## config.mk

```make
export PLATFORM = sky130hd
export DESIGN_NAME = instr_stream_encoder_flat
export DESIGN_NICKNAME = d
export VERILOG_FILES = /design/src/rtl/instr_stream_encoder_pkg.sv /design/src/rtl/instr_stream_encoder_if.sv /design/src/rtl/instr_stream_encoder_word_enc.sv /design/src/rtl/instr_stream_encoder.sv /design/src/flat_wrapper.sv
export SDC_FILE = /design/constraint.sdc
export NUM_CORES = 1
export LEC_CHECK = 0
export ABC_CLOCK_PERIOD_IN_PS = 1600
export CORE_AREA = 2 2 93 73
export CTS_BUF_LIST = sky130_fd_sc_hd__clkbuf_8
export CTS_CLUSTER_SIZE = 20
export DETAILED_ROUTE_END_ITERATION = 7
export DIE_AREA = 0 0 95 75
export HOLD_SLACK_MARGIN = 0.15
export PLACE_DENSITY = 0.81
export SLEW_MARGIN = 20
export SYNTH_ARGS = -nofsm -noshare
export SYNTH_HDL_FRONTEND = slang
export SYNTH_SLANG_ARGS = --single-unit
export TNS_END_PERCENT = 20
```

## constraint.sdc

```tcl
create_clock -name clk -period 1.6 [get_ports clk]
set_clock_uncertainty 0.05 [all_clocks]
set_input_delay 0.32 -clock clk [delete_from_list [all_inputs] [get_ports clk]]
set_output_delay 0.32 -clock clk [all_outputs]
set_load 0.05 [all_outputs]
```

## src/rtl/instr_stream_encoder_pkg.sv

```systemverilog
// Purpose: shared op-class codes, RV32I opcodes, NOP word, FSM encoding and descriptor type.
// Latency: n/a (declarations only).
// Backpressure: n/a.
package instr_enc_pkg;

    localparam logic [2:0] OPC_R    = 3'd0;
    localparam logic [2:0] OPC_I    = 3'd1;
    localparam logic [2:0] OPC_LW   = 3'd2;
    localparam logic [2:0] OPC_SW   = 3'd3;
    localparam logic [2:0] OPC_BEQ  = 3'd4;
    localparam logic [2:0] OPC_JAL  = 3'd5;
    localparam logic [2:0] OPC_JALR = 3'd6;
    localparam logic [2:0] OPC_NOP  = 3'd7;

    localparam logic [6:0] OP_R    = 7'b0110011;
    localparam logic [6:0] OP_I    = 7'b0010011;
    localparam logic [6:0] OP_LW   = 7'b0000011;
    localparam logic [6:0] OP_SW   = 7'b0100011;
    localparam logic [6:0] OP_BEQ  = 7'b1100011;
    localparam logic [6:0] OP_JAL  = 7'b1101111;
    localparam logic [6:0] OP_JALR = 7'b1100111;

    localparam logic [31:0] NOP_WORD = 32'h0000_0013;

    localparam logic [1:0] ST_IDLE   = 2'd0;
    localparam logic [1:0] ST_ACCEPT = 2'd1;
    localparam logic [1:0] ST_WRITE  = 2'd2;
    localparam logic [1:0] ST_DONE   = 2'd3;

    typedef struct packed {
        logic [2:0]  op;
        logic [4:0]  rd;
        logic [4:0]  rs1;
        logic [4:0]  rs2;
        logic [2:0]  func3;
        logic        alt;
        logic [31:0] imm;
    } desc_t;

endpackage

```

## src/rtl/instr_stream_encoder_if.sv

```systemverilog
// Purpose: descriptor stream in, instruction-memory write port out.
// Latency: n/a (wiring only).
// Backpressure: in_ready gates the descriptor stream; the write port has none.
interface instr_stream_encoder_if #(
    parameter int ADDR_W = 8
);
    logic              in_valid;
    logic              in_ready;
    logic [2:0]        in_op;
    logic [4:0]        in_rd;
    logic [4:0]        in_rs1;
    logic [4:0]        in_rs2;
    logic [2:0]        in_func3;
    logic              in_alt;
    logic [31:0]       in_imm;
    logic              in_last;
    logic              imem_we;
    logic [ADDR_W-1:0] imem_addr;
    logic [31:0]       imem_wdata;

    modport master (
        output in_valid, in_op, in_rd, in_rs1, in_rs2, in_func3, in_alt, in_imm, in_last,
        input  in_ready, imem_we, imem_addr, imem_wdata
    );

    modport slave (
        input  in_valid, in_op, in_rd, in_rs1, in_rs2, in_func3, in_alt, in_imm, in_last,
        output in_ready, imem_we, imem_addr, imem_wdata
    );
endinterface

```

## src/rtl/instr_stream_encoder_word_enc.sv

```systemverilog
// Purpose: combinational RV32I encoder for one descriptor; range_err only with INSTR_ENC_RANGE_CHECK_EN.
// Latency: 0 cycles (purely combinational).
// Backpressure: none.
module instr_word_enc
    import instr_enc_pkg::*;
(
    input  desc_t       desc,
    output logic [31:0] word
`ifdef INSTR_ENC_RANGE_CHECK_EN
    ,
    output logic        range_err
`endif
);
    logic [31:0] imm;
    logic        is_shift;

    assign imm      = desc.imm;
    assign is_shift = (desc.func3 == 3'b001) || (desc.func3 == 3'b101);

    always_comb begin
        word = NOP_WORD;
        case (desc.op)
            OPC_R:    word = {1'b0, desc.alt, 5'b0, desc.rs2, desc.rs1, desc.func3, desc.rd, OP_R};
            OPC_I: begin
                if (is_shift)
                    word = {1'b0, (desc.func3 == 3'b101) && desc.alt, 5'b0, imm[4:0],
                            desc.rs1, desc.func3, desc.rd, OP_I};
                else
                    word = {imm[11:0], desc.rs1, desc.func3, desc.rd, OP_I};
            end
            OPC_LW:   word = {imm[11:0], desc.rs1, 3'b010, desc.rd, OP_LW};
            OPC_SW:   word = {imm[11:5], desc.rs2, desc.rs1, 3'b010, imm[4:0], OP_SW};
            OPC_BEQ:  word = {imm[12], imm[10:5], desc.rs2, desc.rs1, 3'b000, imm[4:1], imm[11], OP_BEQ};
            OPC_JAL:  word = {imm[20], imm[10:1], imm[11], imm[19:12], desc.rd, OP_JAL};
            OPC_JALR: word = {imm[11:0], desc.rs1, 3'b000, desc.rd, OP_JALR};
            default:  word = NOP_WORD;
        endcase
    end

`ifdef INSTR_ENC_RANGE_CHECK_EN
    logic fits12, fits13, fits21;
    assign fits12 = (imm[31:11] == {21{imm[11]}});
    assign fits13 = (imm[31:12] == {20{imm[12]}});
    assign fits21 = (imm[31:20] == {12{imm[20]}});

    always_comb begin
        range_err = 1'b0;
        case (desc.op)
            OPC_I:    range_err = is_shift ? (|imm[31:5]) : !fits12;
            OPC_LW, OPC_SW, OPC_JALR: range_err = !fits12;
            OPC_BEQ:  range_err = !fits13 || imm[0];
            OPC_JAL:  range_err = !fits21 || imm[0];
            default:  range_err = 1'b0;
        endcase
    end
`else
    // High immediate bits only matter to the range check.
    logic unused_imm_hi;
    assign unused_imm_hi = ^imm[31:21];
`endif

endmodule

```

## src/rtl/instr_stream_encoder.sv

```systemverilog
// Purpose: encodes descriptors into RV32I words and writes them to consecutive imem addresses; INSTR_ENC_RANGE_CHECK_EN adds err.
// Latency: handshake at edge N gives imem_we with addr/data during cycle N+1; one word per 2 cycles.
// Backpressure: in_ready high only in ACCEPT; deasserted during WRITE and once the session completes.
module instr_stream_encoder
    import instr_enc_pkg::*;
#(
    parameter int ADDR_W    = 8,
    parameter int BASE_ADDR = 0,
    parameter int DEPTH     = 256
) (
    input  logic                   clk,
    input  logic                   rst,
    input  logic                   start,
    instr_stream_encoder_if.slave  bus,
    output logic                   busy,
    output logic                   done,
    output logic [ADDR_W:0]        count,
    output logic                   err
);
    localparam logic [ADDR_W-1:0] BASE_C  = ADDR_W'(BASE_ADDR);
    localparam logic [ADDR_W:0]   DEPTH_C = (ADDR_W+1)'(DEPTH);

    logic [1:0]        state_q, state_d;
    logic [ADDR_W:0]   count_q, count_d;
    logic [ADDR_W-1:0] addr_q, addr_d;
    logic [31:0]       wdata_q, wdata_d;
    logic              last_q, last_d;
    logic              hs;
    logic [ADDR_W:0]   count_inc;
    desc_t             desc;
    logic [31:0]       word;

    assign desc = '{op: bus.in_op, rd: bus.in_rd, rs1: bus.in_rs1, rs2: bus.in_rs2,
                    func3: bus.in_func3, alt: bus.in_alt, imm: bus.in_imm};

`ifdef INSTR_ENC_RANGE_CHECK_EN
    logic range_err;
    logic err_q, err_d;

    instr_word_enc u_enc (.desc(desc), .word(word), .range_err(range_err));
`else
    instr_word_enc u_enc (.desc(desc), .word(word));
`endif

    assign hs        = bus.in_valid && (state_q == ST_ACCEPT);
    assign count_inc = count_q + (ADDR_W+1)'(1);

    always_comb begin
        state_d = state_q;
        count_d = count_q;
        addr_d  = addr_q;
        wdata_d = wdata_q;
        last_d  = last_q;
`ifdef INSTR_ENC_RANGE_CHECK_EN
        err_d   = err_q;
`endif
        case (state_q)
            ST_ACCEPT: begin
                if (hs) begin
                    state_d = ST_WRITE;
                    wdata_d = word;
                    last_d  = bus.in_last;
`ifdef INSTR_ENC_RANGE_CHECK_EN
                    // Set on capture so err is already visible during the WRITE cycle.
                    err_d   = err_q || range_err;
`endif
                end
            end
            ST_WRITE: begin
                count_d = count_inc;
                addr_d  = addr_q + ADDR_W'(1);
                state_d = (last_q || (count_inc == DEPTH_C)) ? ST_DONE : ST_ACCEPT;
            end
            default: state_d = state_q;
        endcase
        // start overrides everything, including a coincident handshake.
        if (start) begin
            state_d = ST_ACCEPT;
            count_d = '0;
            addr_d  = BASE_C;
            last_d  = 1'b0;
`ifdef INSTR_ENC_RANGE_CHECK_EN
            err_d   = 1'b0;
`endif
        end
    end

    always_ff @(posedge clk) begin
        if (rst) begin
            state_q <= ST_IDLE;
            count_q <= '0;
            addr_q  <= '0;
            wdata_q <= '0;
            last_q  <= 1'b0;
        end else begin
            state_q <= state_d;
            count_q <= count_d;
            addr_q  <= addr_d;
            wdata_q <= wdata_d;
            last_q  <= last_d;
        end
    end

`ifdef INSTR_ENC_RANGE_CHECK_EN
    always_ff @(posedge clk) begin
        if (rst) err_q <= 1'b0;
        else     err_q <= err_d;
    end
    assign err = err_q;
`else
    assign err = 1'b0;
`endif

    assign bus.in_ready   = (state_q == ST_ACCEPT);
    assign bus.imem_we    = (state_q == ST_WRITE);
    assign bus.imem_addr  = addr_q;
    assign bus.imem_wdata = wdata_q;
    assign busy           = (state_q == ST_ACCEPT) || (state_q == ST_WRITE);
    assign done           = (state_q == ST_DONE);
    assign count          = count_q;

endmodule
```

## src/flat_wrapper.sv

```systemverilog
// flat-port wrapper written by rule: the top's interface ports become plain ports
module instr_stream_encoder_flat import instr_enc_pkg::*;
#(
    parameter int ADDR_W    = 8,
    parameter int BASE_ADDR = 0,
    parameter int DEPTH     = 256
)
  (clk, rst, start, busy, done, count, err, bus_in_valid, bus_in_op, bus_in_rd, bus_in_rs1, bus_in_rs2, bus_in_func3, bus_in_alt, bus_in_imm, bus_in_last, bus_in_ready, bus_imem_we, bus_imem_addr, bus_imem_wdata);
  instr_stream_encoder_if #(.ADDR_W(ADDR_W)) bus_i ();
  input  logic clk;
  input  logic rst;
  input  logic start;
  output logic busy;
  output logic done;
  output logic [ADDR_W:0] count;
  output logic err;
  input wire logic [$bits(bus_i.in_valid)-1:0] bus_in_valid;
  input wire logic [$bits(bus_i.in_op)-1:0] bus_in_op;
  input wire logic [$bits(bus_i.in_rd)-1:0] bus_in_rd;
  input wire logic [$bits(bus_i.in_rs1)-1:0] bus_in_rs1;
  input wire logic [$bits(bus_i.in_rs2)-1:0] bus_in_rs2;
  input wire logic [$bits(bus_i.in_func3)-1:0] bus_in_func3;
  input wire logic [$bits(bus_i.in_alt)-1:0] bus_in_alt;
  input wire logic [$bits(bus_i.in_imm)-1:0] bus_in_imm;
  input wire logic [$bits(bus_i.in_last)-1:0] bus_in_last;
  output wire logic [$bits(bus_i.in_ready)-1:0] bus_in_ready;
  output wire logic [$bits(bus_i.imem_we)-1:0] bus_imem_we;
  output wire logic [$bits(bus_i.imem_addr)-1:0] bus_imem_addr;
  output wire logic [$bits(bus_i.imem_wdata)-1:0] bus_imem_wdata;
  assign bus_i.in_valid = bus_in_valid;
  assign bus_i.in_op = bus_in_op;
  assign bus_i.in_rd = bus_in_rd;
  assign bus_i.in_rs1 = bus_in_rs1;
  assign bus_i.in_rs2 = bus_in_rs2;
  assign bus_i.in_func3 = bus_in_func3;
  assign bus_i.in_alt = bus_in_alt;
  assign bus_i.in_imm = bus_in_imm;
  assign bus_i.in_last = bus_in_last;
  assign bus_in_ready = bus_i.in_ready;
  assign bus_imem_we = bus_i.imem_we;
  assign bus_imem_addr = bus_i.imem_addr;
  assign bus_imem_wdata = bus_i.imem_wdata;
  instr_stream_encoder #(.ADDR_W(ADDR_W), .BASE_ADDR(BASE_ADDR), .DEPTH(DEPTH)) u_core (.clk(clk), .rst(rst), .start(start), .bus(bus_i), .busy(busy), .done(done), .count(count), .err(err));
endmodule
```

Word-level counts from Yosys, hierarchy flattened

Index checks and enable logic that the tools add are counted.

Register bits: 52
Output and inout bits: 54
Word-level logic and storage cells: 40

Add/sub/neg operators: 2
Equality and inequality tests: 14
Muxes and demuxes: 6
Reduce and logical (&&, ||, !) cells: 12

Operators by type and width:

| kind                  | number |
|---|---|
| $pmux W32 S7          | 1 |
| $mux W32              | 1 |
| $eq A3 B3 Y1 const B  | 4 |
| $add A9 B1 Y9 const B | 1 |
| $eq A9 B9 Y1 const B  | 1 |
| $add A8 B1 Y8 const B | 1 |
| $eq A3 B1 Y1 const B  | 2 |
| $eq A3 B2 Y1 const B  | 2 |
| $reduce_and A2 Y1     | 3 |
| $eq A2 B2 Y1 const B  | 2 |
| $mux W2               | 2 |
| $pmux W2 S2           | 1 |
| $logic_not A3 Y1      | 1 |
| $logic_or A1 B1 Y1    | 3 |
| $ne A3 B2 Y1 const B  | 1 |
| $reduce_bool A3 Y1    | 1 |
| $eq A2 B1 Y1 const B  | 1 |
| $logic_and A1 B1 Y1   | 2 |
| $ne A2 B1 Y1 const B  | 1 |
| $reduce_bool A2 Y1    | 1 |
| $reduce_or A2 Y1      | 1 |
| $mux W1               | 1 |

Depth between registers and ports, before layout

Gate-level depths: netlist (run 1).

Depth in word-level cells: 6
Mapped depth: 8
Mapped depth without buffers: 7

By module

From an unflattened synthesis (run 1), not the netlist that was laid out.

Cell total of the unflattened synthesis: 389
Area, all modules: 2915.3 µm²

Modules (own cells, without submodules):

| module               | instances | cells an instance | area each (µm²) |
|---|---|---|---|
| instr_stream_encoder | 1         | 265               | 2134.5 |
| instr_word_enc       | 1         | 124               | 780.7 |

Worst setup path after synthesis (run 1)

No wires, ideal clock.

Path type: register -> register
From: reg u_core.state_q[0]
To: reg u_core.addr_q[5] (netlist: u_core.bus.imem_addr[5])
Library setup time: 70 ps
Data arrival time: 1734 ps
Required time: 1480 ps
Slack: -254 ps
Cell stages (with the launch flop): 6
Buffers on the path: 0
Path through: dfxtp_1 inv_1 ha_1 nand4_1 or3_1 a21oi_1

Longest elaborated chain between the ends: 1

Ends and longest elaborated chain:

| item                     | RTL line                   | RTL |
|---|---|---|
| start: declaration       | instr_stream_encoder.sv:23 | `logic [1:0] state_q, state_d;` |
| start signal: assignment | instr_stream_encoder.sv:96 | `state_q <= state_d;` |
| $eq A2 B2 Y1             | --                         |  |
| named net bus_imem_we    | flat_wrapper.sv:27         | `output wire logic [$bits(bus_i.imem_we)-1:0] bus_imem_we;` |
| end signal: assignment   | instr_stream_encoder.sv:98 | `addr_q <= addr_d;` |
| end: declaration         | instr_stream_encoder.sv:25 | `logic [ADDR_W-1:0] addr_q, addr_d;` |

The timed path passes the listed nets, and every way through them passes these cells.
A chain may end at the register's enable or synchronous reset.

Final worst setup path (run 1)

From: reg u_core.state_q[0]
To: out bus_imem_we

Longest elaborated chain between the ends: 1

Ends and longest elaborated chain:

| item             | RTL line                    | RTL |
|---|---|---|
| $eq A2 B2 Y1     | instr_stream_encoder.sv:115 | `assign bus.imem_we = (state_q == ST_WRITE);` |
| end: declaration | flat_wrapper.sv:27          |  |

No other way between the ends.

==> results of run 1 <==
metrics by stage:
| stage | area [um^2] | setup slack, ps | utilization (%) |
|---|---|---|---|
| finish | 4394 | 37.22 | 71.31 |
| global route | 4394 | 1.405 | 71.31 |
| CTS | 4380 | 20.62 | 71.09 |
| detailed placement | 4279 | -392.1 | 69.44 |
| global placement | 4279 | -310.7 | 69.44 |
| floorplan | 2683 | 6.133 | - |
cells in the final DEF (no fill, tap or decap), drive strengths merged, types with 6 or more instances in the layout:
| cell | n |
|---|---|
| nand2 | 32 |
| xor2 | 13 |
| a22oi | 8 |
| nand4 | 7 |
| nor3 | 9 |
| dfxtp | 51 |
| ha | 6 |
| a21oi | 20 |
| mux2i | 6 |
| nor3b | 6 |
| inv | 10 |
| o21ai | 11 |
| nor2b | 6 |
| clkdlybuf4s50 | 45 |
| buf | 80 |
| nand3 | 6 |
| a211oi | 13 |
| nor2 | 49 |
critical path, stage by stage (launching register included):
cell	delay [ps]
dfxtp_4	400
inv_4	50
ha_4	190
buf_6	130
buf_12	130
metal layers:
metal	part of all wire, %	wire length (um)	track usage, %	up-vias
met4	2.4	182	8.374	0
met5	0	0	0	-
met2	47	3536	36.25	86
met1	44	3295	27.48	1244
met3	7.3	550	7.007	20
li1	-	-	-	1341
area by class of cell:
| cell class | instances | share of cell area (%) |
|---|---|---|
| Inverter | 8 | 0.7403 |
| Tap cell | 81 | 2.306 |
| Clock inverter | 3 | 0.5980 |
| Multi-Input combinational cell | 240 | 33.68 |
| Timing Repair Buffer | 127 | 37.59 |
| Clock buffer | 5 | 1.566 |
| Sequential cell | 51 | 23.52 |
flip-flops by register name (all words and copies together) (netlist names):
signal / flops
u_core.bus.imem_addr: 8
u_core.state_q: 2
u_core.last_q: 1
u_core.bus.imem_wdata: 31
u_core.count: 9
power by group:
group / leakage, uW / internal (uW) / total, uW / switching, uW
Combinational: 0.00126 / 383 / 782 / 399
Clock: 0.0000491 / 323 / 802 / 478
Sequential: 0.000418 / 1310 / 1350 / 41.9
worst max-delay path by stage:
stage	from	to	slack (ps)	depth (start not counted)
after floorplan	u_core.count[0]$_SDFFE_PP0P_	u_core.state_q[1]$_SDFFE_PP0P_	6	6
after global placement	bus_in_op[0]	u_core.bus.imem_wdata[10]$_SDFFE_PP0P_	-310	7
after detailed placement	bus_in_op[0]	u_core.bus.imem_wdata[10]$_SDFFE_PP0P_	-390	7
after CTS	u_core.state_q[1]$_SDFFE_PP0P_	bus_imem_we	20	3
after global routing	u_core.state_q[0]$_SDFFE_PP0P_	bus_imem_we	1	4
final	u_core.state_q[0]$_SDFFE_PP0P_	bus_imem_we	40	4
repair_timing:
item / in CTS / in global routing
pin swaps: 0 / 0
hold endpoints to repair: 0 / 0
resized for setup: 5 / 5
setup endpoints to repair: 9 / 11
kinds of logic (layout without fill, tap and decap cells):
group	count (synthesis)	after routing	synth area share, %
AOI/OAI and AO/OA	77	77	19.74
xor gates and xnor gates	17	17	5.618
adders and majority gates	6	6	2.833
buffers and inverters	38	143	6.846
DFF	51	51	38.53
muxes	9	9	3.541
other	1	1	0.1415
and+or+nand+nor	130	130	22.76
==> impl_metrics.csv, run 1 <==
group,metric,value,unit
worst_setup_path,cp.arrival,1190,ps
clock_tree,cts_tree,"done",
global_route,grt_start_max_net_pins,34,
final_layout,n_antenna_cell,0,
yosys,yosysMostFrequentCell,"dfxtp_1",
yosys,synth_common_cells,"dfxtp_1 (51), nor2_1 (49), nand2_1 (32)",
worst_setup_path,rr_startpoint,"u_core.state_q[0]$_SDFFE_PP0P_",
final_layout,multiInputGateArea,1480,um^2
drt,viasPerCell,5.225,
die,dieArea,7125,um^2
yosys,synth_edf_count,0,
worst_setup_path,reg2reg_setup_slack,120,ps
hold_path,min_to,"u_core.last_q$_SDFFE_PP0P_",
yosys,synth_top_area_share,38.53,%
die,die_x,95,um
hold_path,hp-start,"u_core.last_q$_SDFFE_PP0P_",
global_route,grt_pass1_wl,12.31,mm
clock_tree,clk_pin_slew,100,ps
power,finalPower,2936,uW
sta,final.min_clock_period,1563,ps
drt,drc,0,
clock_tree,cts_buffers,5,
sta,hold-worst-slack,423.8,ps
power,leakage,0.001722,uW
worst_setup_path,r2r_cells,5,
yosys,avgSynthCellArea,8.055,um^2
place,dp_cells,507,
yosys,ys_ff_latch,51,
final_layout,syn_to_final_growth,65.82,%
place,port_buffers,100,
worst_setup_path,required,1230,ps
place,place_congestion,0.8772,
worst_setup_path,crit_fanout,8,
yosys,synth.top_cells.by_area,"dfxtp_1 (39%), nor2_1 (6.9%), nand2_1 (4.5%)",
clock_tree,htreeDepth,2,
power,power_density,668.1,nW/um^2
yosys,syn_nets,394,
clock_tree,cts_setup_buffers,0,
die,io_pins,113,
sta,setup_viol,0,
die,num_rows,25,
final_layout,regArea,1033,um^2
sta,grt_setup_unrepaired,"no",
final_layout,drive_gt1_share,24.19,%
yosys,yosysWarningCount,0,
clock_tree,clock-root-buffer,"clkbuf_8",
global_route,grt_pass1_vias,2656,
outcome,status,"completed",
yosys,ys.flop_type,"dfxtp_1",
worst_setup_path,path_class,"reg -> out",
sta,min_period_over_period,97.67,%
drt,drt-initial-drc-count,88,
run,drv_cap,0,
clock_tree,cts_hold_buf,0,
die,start_util,43.01,%
worst_setup_path,crit_path_end_kind,"output port",
sta,hold_viol,0,
yosys,ys_types,44,
drt,wl_per_cell,14.69,um
worst_setup_path,critPathLaunchType,"register",
drt,drtPass1Iterations,4,
clock_tree,cts.path.max_buffers,2,
yosys,netlist_instances,329,
drt,ant_nets,0,
yosys,yosys.area.top_type,"dfxtp_1",
final_layout,num-nets-final,498,
worst_setup_path,r2r-end,"u_core.bus.imem_addr[5]$_SDFFE_PP0P_",
place,dp_hpwl,5.778,mm
die,core,6162,um^2
hold_path,hold_class,"reg -> reg",
yosys,yosysSeqAreaShare,38.53,%
drt,vias,2691,
sta,slew_viol_final,0,
drt,drt_wl_total,7.564,mm
die,die-height,75,um
yosys,synthArstFlopShare,0,%
sta,fin_tns_setup,0,ps
sta,max_freq,639.9,MHz
global_route,antenna_found_initial,0,
power,vdd_drop_max,0.0005699,V
clock_tree,clock_sinks,51,
yosys,synth.cell_area,2650,um^2
clock_tree,clk-insertion-delay-late,300,ps
global_route,gr-total-overflow,0,
final_layout,fin_cells,515,
global_route,gr-usage-all-layers,22.07,%
final_layout,fillers,422,
hold_path,whs_path_depth,2,
Note: power is estimated with default switching activity, not from simulation.
==> run 2, diff against run 1 <==
--- a/config.mk
+++ b/config.mk
@@ -5,12 +5,12 @@
 export SDC_FILE = /design/constraint.sdc
 export NUM_CORES = 1
 export LEC_CHECK = 0
-export ABC_CLOCK_PERIOD_IN_PS = 1600
 export CORE_AREA = 2 2 93 73
 export CTS_BUF_LIST = sky130_fd_sc_hd__clkbuf_8
 export CTS_CLUSTER_SIZE = 20
 export DETAILED_ROUTE_END_ITERATION = 7
 export DIE_AREA = 0 0 95 75
+export GPL_ROUTABILITY_DRIVEN = 0
 export HOLD_SLACK_MARGIN = 0.15
 export PLACE_DENSITY = 0.81
 export SLEW_MARGIN = 20
==> results of run 2 <==
Same layout as run 1: the final DEF is identical, and so are final timing and power.
